## src/rtl/sprite_ram_arbiter_if.sv

```systemverilog
// rtl/sprite_ram_arbiter_if.sv - host Avalon-MM slave bus into the sprite RAM arbiter
interface sprite_ram_arbiter_if #(
    parameter int ADDR_W = 8,
    parameter int DATA_W = 16
);
    logic [ADDR_W-1:0]   avs_address;
    logic                avs_read;
    logic                avs_write;
    logic [DATA_W-1:0]   avs_writedata;
    logic [DATA_W/8-1:0] avs_byteenable;
    logic                avs_waitrequest;
    logic [DATA_W-1:0]   avs_readdata;
    logic                avs_readdatavalid;

    modport master (
        output avs_address, avs_read, avs_write, avs_writedata, avs_byteenable,
        input  avs_waitrequest, avs_readdata, avs_readdatavalid
    );

    modport slave (
        input  avs_address, avs_read, avs_write, avs_writedata, avs_byteenable,
        output avs_waitrequest, avs_readdata, avs_readdatavalid
    );
endinterface

```

## src/rtl/sprite_ram_arbiter.sv

```systemverilog
// rtl/sprite_ram_arbiter.sv - shares one single-port sprite RAM between row-burst display fetch and host access
module sprite_ram_arbiter #(
    parameter int ADDR_W       = 8,
    parameter int DATA_W       = 16,
    parameter int ROW_W        = 4,
    parameter int STARVE_LIMIT = 4
) (
    input  logic                clk,
    input  logic                reset_n,
    sprite_ram_arbiter_if.slave avs,
    input  logic                disp_req,
    input  logic [ROW_W-1:0]    disp_row,
    output logic                disp_ack,
    output logic [DATA_W-1:0]   disp_pixel,
    output logic                disp_valid,
    output logic                disp_done,
    output logic [ADDR_W-1:0]   mem_address,
    output logic                mem_chipselect,
    output logic                mem_write,
    output logic                mem_debugaccess,
    output logic [DATA_W-1:0]   mem_writedata,
    output logic [DATA_W/8-1:0] mem_byteenable,
    output logic                mem_clken,
    input  logic [DATA_W-1:0]   mem_readdata
);
    localparam int BEAT_W   = ADDR_W - ROW_W;
    localparam int STARVE_W = $clog2(STARVE_LIMIT + 1);

    typedef enum logic [2:0] {
        IDLE    = 3'd0,
        BURST   = 3'd1,
        DRAIN   = 3'd2,
        HOST_RD = 3'd3,
        HOST_RV = 3'd4
    } state_t;

    state_t              state;
    logic [ROW_W-1:0]    row;
    logic [BEAT_W-1:0]   beat;
    logic [STARVE_W-1:0] starve_cnt;
    logic                active;

    logic host_pending;
    logic idle;
    logic disp_grant;
    logic wr_grant;
    logic rd_grant;
    logic in_burst;

    // Grants are gated by 'active' so nothing reaches the RAM until the first clock after reset release.
    always_comb begin
        host_pending = avs.avs_read | avs.avs_write;
        idle         = (state == IDLE) && active;
        disp_grant   = idle && disp_req &&
                       (!host_pending || (starve_cnt < STARVE_W'(STARVE_LIMIT)));
        wr_grant     = idle && !disp_grant && avs.avs_write;
        rd_grant     = idle && !disp_grant && !avs.avs_write && avs.avs_read;
        in_burst     = (state == BURST);
    end

    always_ff @(posedge clk or negedge reset_n) begin
        if (!reset_n) begin
            state      <= IDLE;
            row        <= '0;
            beat       <= '0;
            starve_cnt <= '0;
            active     <= 1'b0;
            disp_ack   <= 1'b0;
        end else begin
            active   <= 1'b1;
            disp_ack <= 1'b0;
            case (state)
                IDLE: begin
                    if (disp_grant) begin
                        state      <= BURST;
                        row        <= disp_row;
                        beat       <= '0;
                        disp_ack   <= 1'b1;
                        starve_cnt <= host_pending ? starve_cnt + 1'b1 : '0;
                    end else if (wr_grant || rd_grant) begin
                        starve_cnt <= '0;
                        if (rd_grant) state <= HOST_RV;
                    end
                end
                BURST: begin
                    beat <= beat + 1'b1;
                    if (beat == '1) state <= DRAIN;
                end
                DRAIN:   state <= IDLE;
                HOST_RV: state <= IDLE;
                default: state <= IDLE;
            endcase
        end
    end

    // Read data lags the address by one cycle, so pixels trail the burst address by one beat.
    always_comb begin
        mem_chipselect  = in_burst | wr_grant | rd_grant;
        mem_write       = wr_grant;
        mem_debugaccess = wr_grant;
        mem_clken       = active;
        if (in_burst)
            mem_address = {row, beat};
        else if (wr_grant || rd_grant)
            mem_address = avs.avs_address;
        else
            mem_address = '0;
        mem_writedata  = wr_grant ? avs.avs_writedata : '0;
        mem_byteenable = wr_grant ? avs.avs_byteenable : '1;

        avs.avs_waitrequest   = !(wr_grant || rd_grant);
        avs.avs_readdatavalid = (state == HOST_RV);
        avs.avs_readdata      = (state == HOST_RV) ? mem_readdata : '0;

        disp_valid = (in_burst && (beat != '0)) || (state == DRAIN);
        disp_done  = (state == DRAIN);
        disp_pixel = disp_valid ? mem_readdata : '0;
    end
endmodule

```

## src/flat_wrapper.sv

```systemverilog
// flat-port wrapper written by rule: the top's interface ports become plain ports
module sprite_ram_arbiter_flat 
#(
    parameter int ADDR_W       = 8,
    parameter int DATA_W       = 16,
    parameter int ROW_W        = 4,
    parameter int STARVE_LIMIT = 4
)
  (clk, reset_n, disp_req, disp_row, disp_ack, disp_pixel, disp_valid, disp_done, mem_address, mem_chipselect, mem_write, mem_debugaccess, mem_writedata, mem_byteenable, mem_clken, mem_readdata, avs_avs_address, avs_avs_read, avs_avs_write, avs_avs_writedata, avs_avs_byteenable, avs_avs_waitrequest, avs_avs_readdata, avs_avs_readdatavalid);
  sprite_ram_arbiter_if #(.ADDR_W(ADDR_W), .DATA_W(DATA_W)) avs_i ();
  input  logic clk;
  input  logic reset_n;
  input  logic disp_req;
  input  logic [ROW_W-1:0] disp_row;
  output logic disp_ack;
  output logic [DATA_W-1:0] disp_pixel;
  output logic disp_valid;
  output logic disp_done;
  output logic [ADDR_W-1:0] mem_address;
  output logic mem_chipselect;
  output logic mem_write;
  output logic mem_debugaccess;
  output logic [DATA_W-1:0] mem_writedata;
  output logic [DATA_W/8-1:0] mem_byteenable;
  output logic mem_clken;
  input  logic [DATA_W-1:0] mem_readdata;
  input wire logic [$bits(avs_i.avs_address)-1:0] avs_avs_address;
  input wire logic [$bits(avs_i.avs_read)-1:0] avs_avs_read;
  input wire logic [$bits(avs_i.avs_write)-1:0] avs_avs_write;
  input wire logic [$bits(avs_i.avs_writedata)-1:0] avs_avs_writedata;
  input wire logic [$bits(avs_i.avs_byteenable)-1:0] avs_avs_byteenable;
  output wire logic [$bits(avs_i.avs_waitrequest)-1:0] avs_avs_waitrequest;
  output wire logic [$bits(avs_i.avs_readdata)-1:0] avs_avs_readdata;
  output wire logic [$bits(avs_i.avs_readdatavalid)-1:0] avs_avs_readdatavalid;
  assign avs_i.avs_address = avs_avs_address;
  assign avs_i.avs_read = avs_avs_read;
  assign avs_i.avs_write = avs_avs_write;
  assign avs_i.avs_writedata = avs_avs_writedata;
  assign avs_i.avs_byteenable = avs_avs_byteenable;
  assign avs_avs_waitrequest = avs_i.avs_waitrequest;
  assign avs_avs_readdata = avs_i.avs_readdata;
  assign avs_avs_readdatavalid = avs_i.avs_readdatavalid;
  sprite_ram_arbiter #(.ADDR_W(ADDR_W), .DATA_W(DATA_W), .ROW_W(ROW_W), .STARVE_LIMIT(STARVE_LIMIT)) u_core (.clk(clk), .reset_n(reset_n), .avs(avs_i), .disp_req(disp_req), .disp_row(disp_row), .disp_ack(disp_ack), .disp_pixel(disp_pixel), .disp_valid(disp_valid), .disp_done(disp_done), .mem_address(mem_address), .mem_chipselect(mem_chipselect), .mem_write(mem_write), .mem_debugaccess(mem_debugaccess), .mem_writedata(mem_writedata), .mem_byteenable(mem_byteenable), .mem_clken(mem_clken), .mem_readdata(mem_readdata));
endmodule
```

## config.mk

```make
export PLATFORM = sky130hd
export DESIGN_NAME = sprite_ram_arbiter_flat
export DESIGN_NICKNAME = d
export VERILOG_FILES = /design/src/rtl/sprite_ram_arbiter_if.sv /design/src/rtl/sprite_ram_arbiter.sv /design/src/flat_wrapper.sv
export SDC_FILE = /design/constraint.sdc
export NUM_CORES = 1
export LEC_CHECK = 0
export ABC_AREA = 1
export BUFFER_PORTS_ARGS = -buffer_cell sky130_fd_sc_hd__buf_4
export CAP_MARGIN = 5
export CORE_UTILIZATION = 37
export DETAILED_ROUTE_END_ITERATION = 8
export PLACE_DENSITY = 0.79
export SETUP_SLACK_MARGIN = 0.5
export SYNTH_ARGS = -nofsm -noshare
export SYNTH_HDL_FRONTEND = slang
export SYNTH_SLANG_ARGS = --single-unit
```

## constraint.sdc

```tcl
create_clock -name clk -period 1.9 [get_ports clk]
set_clock_uncertainty 0.15 [all_clocks]
set_input_delay 0.285 -clock clk [delete_from_list [all_inputs] [get_ports clk]]
set_output_delay 0.285 -clock clk [all_outputs]
set_load 0.05 [all_outputs]
```

==> results of run 1 <==
[metrics by stage]
stage / setup TNS (ns) / instance area [sq um] / cells / util / worst slack (ns)
3_5_place_dp: 0 / 2780 / 376 / 0.832 / 0.0448
3_3_place_gp: 0 / 2780 / 376 / 0.832 / 0.106
2_1_floorplan: -3.30 / 1820 / 207 / - / -0.136
[Yosys cell counts]
cell type	count	area (sq um)
nor2_1	54	203
inv_1	47	176
nand2_1	39	146
dfrtp_1	16	400
nand3_1	15	75.1
o21ai_0	7	35.0
buf_6	4	45.0
buf_4	3	22.5
ha_1	3	37.5
nand2_4	3	33.8
nand2_2	2	12.5
nand3_2	2	20.0
nor2_4	2	22.5
o22ai_1	2	12.5
or2_1	2	12.5
a21oi_4	1	16.3
conb_1	1	3.75
inv_2	1	3.75
inv_4	1	6.26
nor3_1	1	5.00
xor2_1	1	8.76
[cell families after synthesis]
family | after synthesis | share of synthesized area
adders and majority gates | 3 | 0.0289
and+or+nand+nor | 120 | 0.408
DFF | 16 | 0.308
other | 1 | 0.00289
AOI/OAI and AO/OA | 10 | 0.0491
buffers and inverters | 56 | 0.196
xor gates and xnor gates | 1 | 0.00674
==> run_results.csv, run 1 <==
group,metric,value,unit
yosys,yosys_register_bits,16,
clock_tree,hold_buffers,1,
placement,hpwl,3.84,mm
clock_tree,clock_sinks,16,
floorplan,num_rows,21,
yosys,synth-seq-area-share,0.308,
yosys,ys_warn_count,0,
status,flow.stopped_at,"4_1_cts",
placement,numPortBuffers,117,
clock_tree,ctsHtreeMaxLevel,1,
yosys,synth_cell_types,21,
clock_tree,root_buffer,"clkbuf_4",
clock_tree,cts_buffer_depth,2,
floorplan,die_h,61.2,um
placement,gp_congestion,0.731,
yosys,synthCells,207,
clock_tree,post_cts_buffers,7,
floorplan,boundaryPins,118,
yosys,syn-cell-area,1300,sq um
status,error_line,"[ERROR DPL-0033] detailed placement checks failed during check placement.",
yosys,syn_nets,261,
floorplan,die_width,61.2,um
clock_tree,cts-buffers-inserted,3,
status,status,"did not finish",
yosys,syn_avg_cell_area,6.27,sq um
floorplan,initial_core_util,0.389,
clock_tree,post_cts_resized,97,
==> run 2: changes to the inputs <==
--- a/config.mk
+++ b/config.mk
@@ -8,10 +8,9 @@
 export ABC_AREA = 1
 export BUFFER_PORTS_ARGS = -buffer_cell sky130_fd_sc_hd__buf_4
 export CAP_MARGIN = 5
-export CORE_UTILIZATION = 37
+export CORE_UTILIZATION = 25
 export DETAILED_ROUTE_END_ITERATION = 8
-export PLACE_DENSITY = 0.79
-export SETUP_SLACK_MARGIN = 0.5
+export PLACE_DENSITY_LB_ADDON = 0.15
 export SYNTH_ARGS = -nofsm -noshare
 export SYNTH_HDL_FRONTEND = slang
 export SYNTH_SLANG_ARGS = --single-unit
==> run_results.csv, run 2 <==
group,metric,value,unit
status,status,"complete, but fails checks",
status,violations,"negative setup slack",
global_routing,grt.total_usage,0.156,
global_routing,grt_first_pass_wirelength,6.77,mm
sta,slew_viol_final,0,
clock_tree,cts-buffers-inserted,3,
yosys,syn_nets,261,
global_routing,grt_pass1_vias,1510,
global_routing,grt_start_max_net_pins,17,
yosys,yosys.area.top_type_share,0.308,
placement,dp_slack,0.0564,ns
setup_path,end_kind,"output port",
sta,setup_viol,61,
clock_tree,ctsHtreeMaxLevel,1,
routing,drt-met1-wl,1.74,mm
clock_tree,root_buffer,"clkbuf_8",
sta,fin_crit,2.06,ns
floorplan,boundaryPins,118,
setup_path,worstRegToRegCells,7,
floorplan,initial_core_util,0.268,
final_layout,drive_above_1_share,0.662,
yosys,synthCells,207,
global_routing,antenna_found_initial,0,
placement,numPortBuffers,117,
yosys,synth_area_leaders,"dfrtp_1 31%, nor2_1 16%, inv_1 14%",
setup_path,cp_max_fo,10,
floorplan,dieArea,5490,sq um
setup_path,cp_cell_sequence,"nor2_4, nand3_2, a21oi_4, nand2_4, buf_12, nor2_4, buf_8",
routing,firstDrtPassIters,4,
final_layout,reg.largest.list,"u_core.beat x4, u_core.row x4",
setup_path,cpPeakStageDelay,0.41,ns
yosys,ys_async_sr_fraction,1.00,
routing,wl_per_cell,11.9,um
final_layout,mostFrequentLayoutCells,"68 x buf_4, 45 x buf_6, 42 x inv_1, 42 x nor2_4, 33 x nand2_1",
pwr,power.density,1230,nW/um^2
final_layout,fin_util,0.660,
clock_tree,clk_pin_slew_worst_paths,0.06,ns
placement,dpl.cell_count,394,
routing,viasPerCell,4.26,
routing,route.met3.wl,299,um
routing,top_layer,"met4",
final_layout,diodes,0,
clock_tree,cts_tree,"done",
yosys,syn-cell-area,1300,sq um
sta,fin_ws,-0.158,ns
floorplan,num_rows,25,
pwr,vdd_drop_max,818,uV
yosys,ys.flop_type,"dfrtp_1",
floorplan,die_h,74.1,um
setup_path,critPathKind,"flop to output port",
setup_path,crit_top_cell,"nor2_4",
yosys,yosysTopAreaCell,"dfrtp_1",
worst_hold_path,min_path_cells,3,
final_layout,layout_commonest_cell,"buf_4",
yosys,syn_avg_cell_area,6.27,sq um
yosys,ys_warn_count,0,
placement,hpwl,3.38,mm
yosys,yosys_register_bits,16,
routing,routed_wl,4.85,mm
clock_tree,clock_latency,0.25,ns
setup_path,cp_slowest_cell,"dfrtp_1",
clock_tree,clock_sinks,16,
sta,finalHoldViolCount,0,
final_layout,syn_to_final_growth,147,%
routing,ant_nets,0,
routing,drc,0,
placement,gp_congestion,0.738,
yosys,synth_common_cells,"54 x nor2_1, 47 x inv_1, 39 x nand2_1, 16 x dfrtp_1, 15 x nand3_1",
sta,max_clock_freq,0.486,GHz
setup_path,cp-start-kind,"flop",
global_routing,overflow,0,
pwr,leakagePower,1.63,nW
sta,rsz0062_at_grt,"true",
worst_hold_path,hp-class,"input port to flop",
routing,vias,1734,
routing,wl_met2,2.77,mm
yosys,synth_cell_types,21,
yosys,synth-seq-area-share,0.308,
yosys,synth.most_common_cell,"nor2_1",
final_layout,stdcell_count,407,
final_layout,fin_nets,395,
job,max_cap_viol_count,0,
floorplan,core_area,4850,sq um
setup_path,rrSetupSlack,0.22,ns
routing,drt_iter0_markers,32,
clock_tree,cts_buffer_depth,2,
setup_path,critical_path_arrival,1.62,ns
floorplan,die_width,74.1,um
sta,layout_worst_path_cycle_share,1.08,
yosys,synth-edff-count,0,
setup_path,cp.required,1.46,ns
-- run 2: cell counts after synthesis --
Identical to the previous run, type by type.
-- run 2: final timing paths --
check | from | to
min | disp_row[2] | u_core.row[2]
max | u_core.state[2] | mem_writedata[0]
min in group asynchronous | reset_n | u_core.state[1]
max reg2reg | u_core.state[2] | u_core.row[3]
min reg2reg | u_core.row[1] | u_core.row[1]
max in group asynchronous | reset_n | u_core.mem_clken
-- run 2: final cells by class --
class,instances,area (sq um)
Fill cell,410,1650
Tap cell,67,83.8
Timing Repair Buffer,133,1320
Timing Repair inverter,2,27.5
Inverter,49,233
Clock buffer,4,45.0
Multi-Input combinational cell,136,1090
Sequential cell,16,402
-- run 2: logic make-up after synthesis --
logic type,share of synthesized area
compound gates,0.0491
xor+xnor,0.00674
fa+ha+maj,0.0289
buf+inv,0.196
flops,0.308
other cells,0.00289
simple gates,0.408
-- run 2: timing repair --
| item | 4_1_cts | 5_1_grt |
|---|---|---|
| gates resized for setup | 66 | 57 |
| setup endpoints to repair | 62 | 63 |
| gates cloned | 3 | 0 |
| hold buffers | 1 | 0 |
| setup buffers | 3 | 2 |
| pin swaps | 2 | 8 |
| hold endpoints to repair | 16 | 0 |
-- run 2: report_power, final --
part	total (mW)	switching [mW]	leakage, nW	internal, mW
clock	0.260	0.111	0.0228	0.149
sequential	0.529	0.0749	0.205	0.454
combinational	3.16	2.03	1.40	1.13
-- run 2: stage by stage --
stage / setup TNS, ns / hold WS (ns) / cell area, sq um / power (mW)
finish: -5.19 / 0.0812 / 3200 / 3.95
global route: -9.28 / 0.0902 / 3200 / 4.17
CTS: -6.23 / 0.0809 / 2960 / 3.62
global placement: 0 / 0.00483 / 2600 / 3.13
detailed placement: 0 / 0.00337 / 2600 / 3.14
floorplan: -2.52 / -0.161 / 1650 / 2.50
-- run 2: routing by layer --
layer | GRT usage | vias up
li1 | - | 867
met1 | 0.174 | 797
met2 | 0.306 | 66
met3 | 0.0203 | 4
met4 | 0.0449 | 0
met5 | 0 | -
-- run 2: worst max-delay path: cells and delay by family, from the launching register on --
| family | cells | cell delay [ns] |
|---|---|---|
| and+or+nand+nor | 4 | 0.43 |
| DFF | 1 | 0.41 |
| buffers and inverters | 2 | 0.32 |
| AOI/OAI and AO/OA | 1 | 0.20 |
Note: power is estimated with default switching activity, not from simulation.
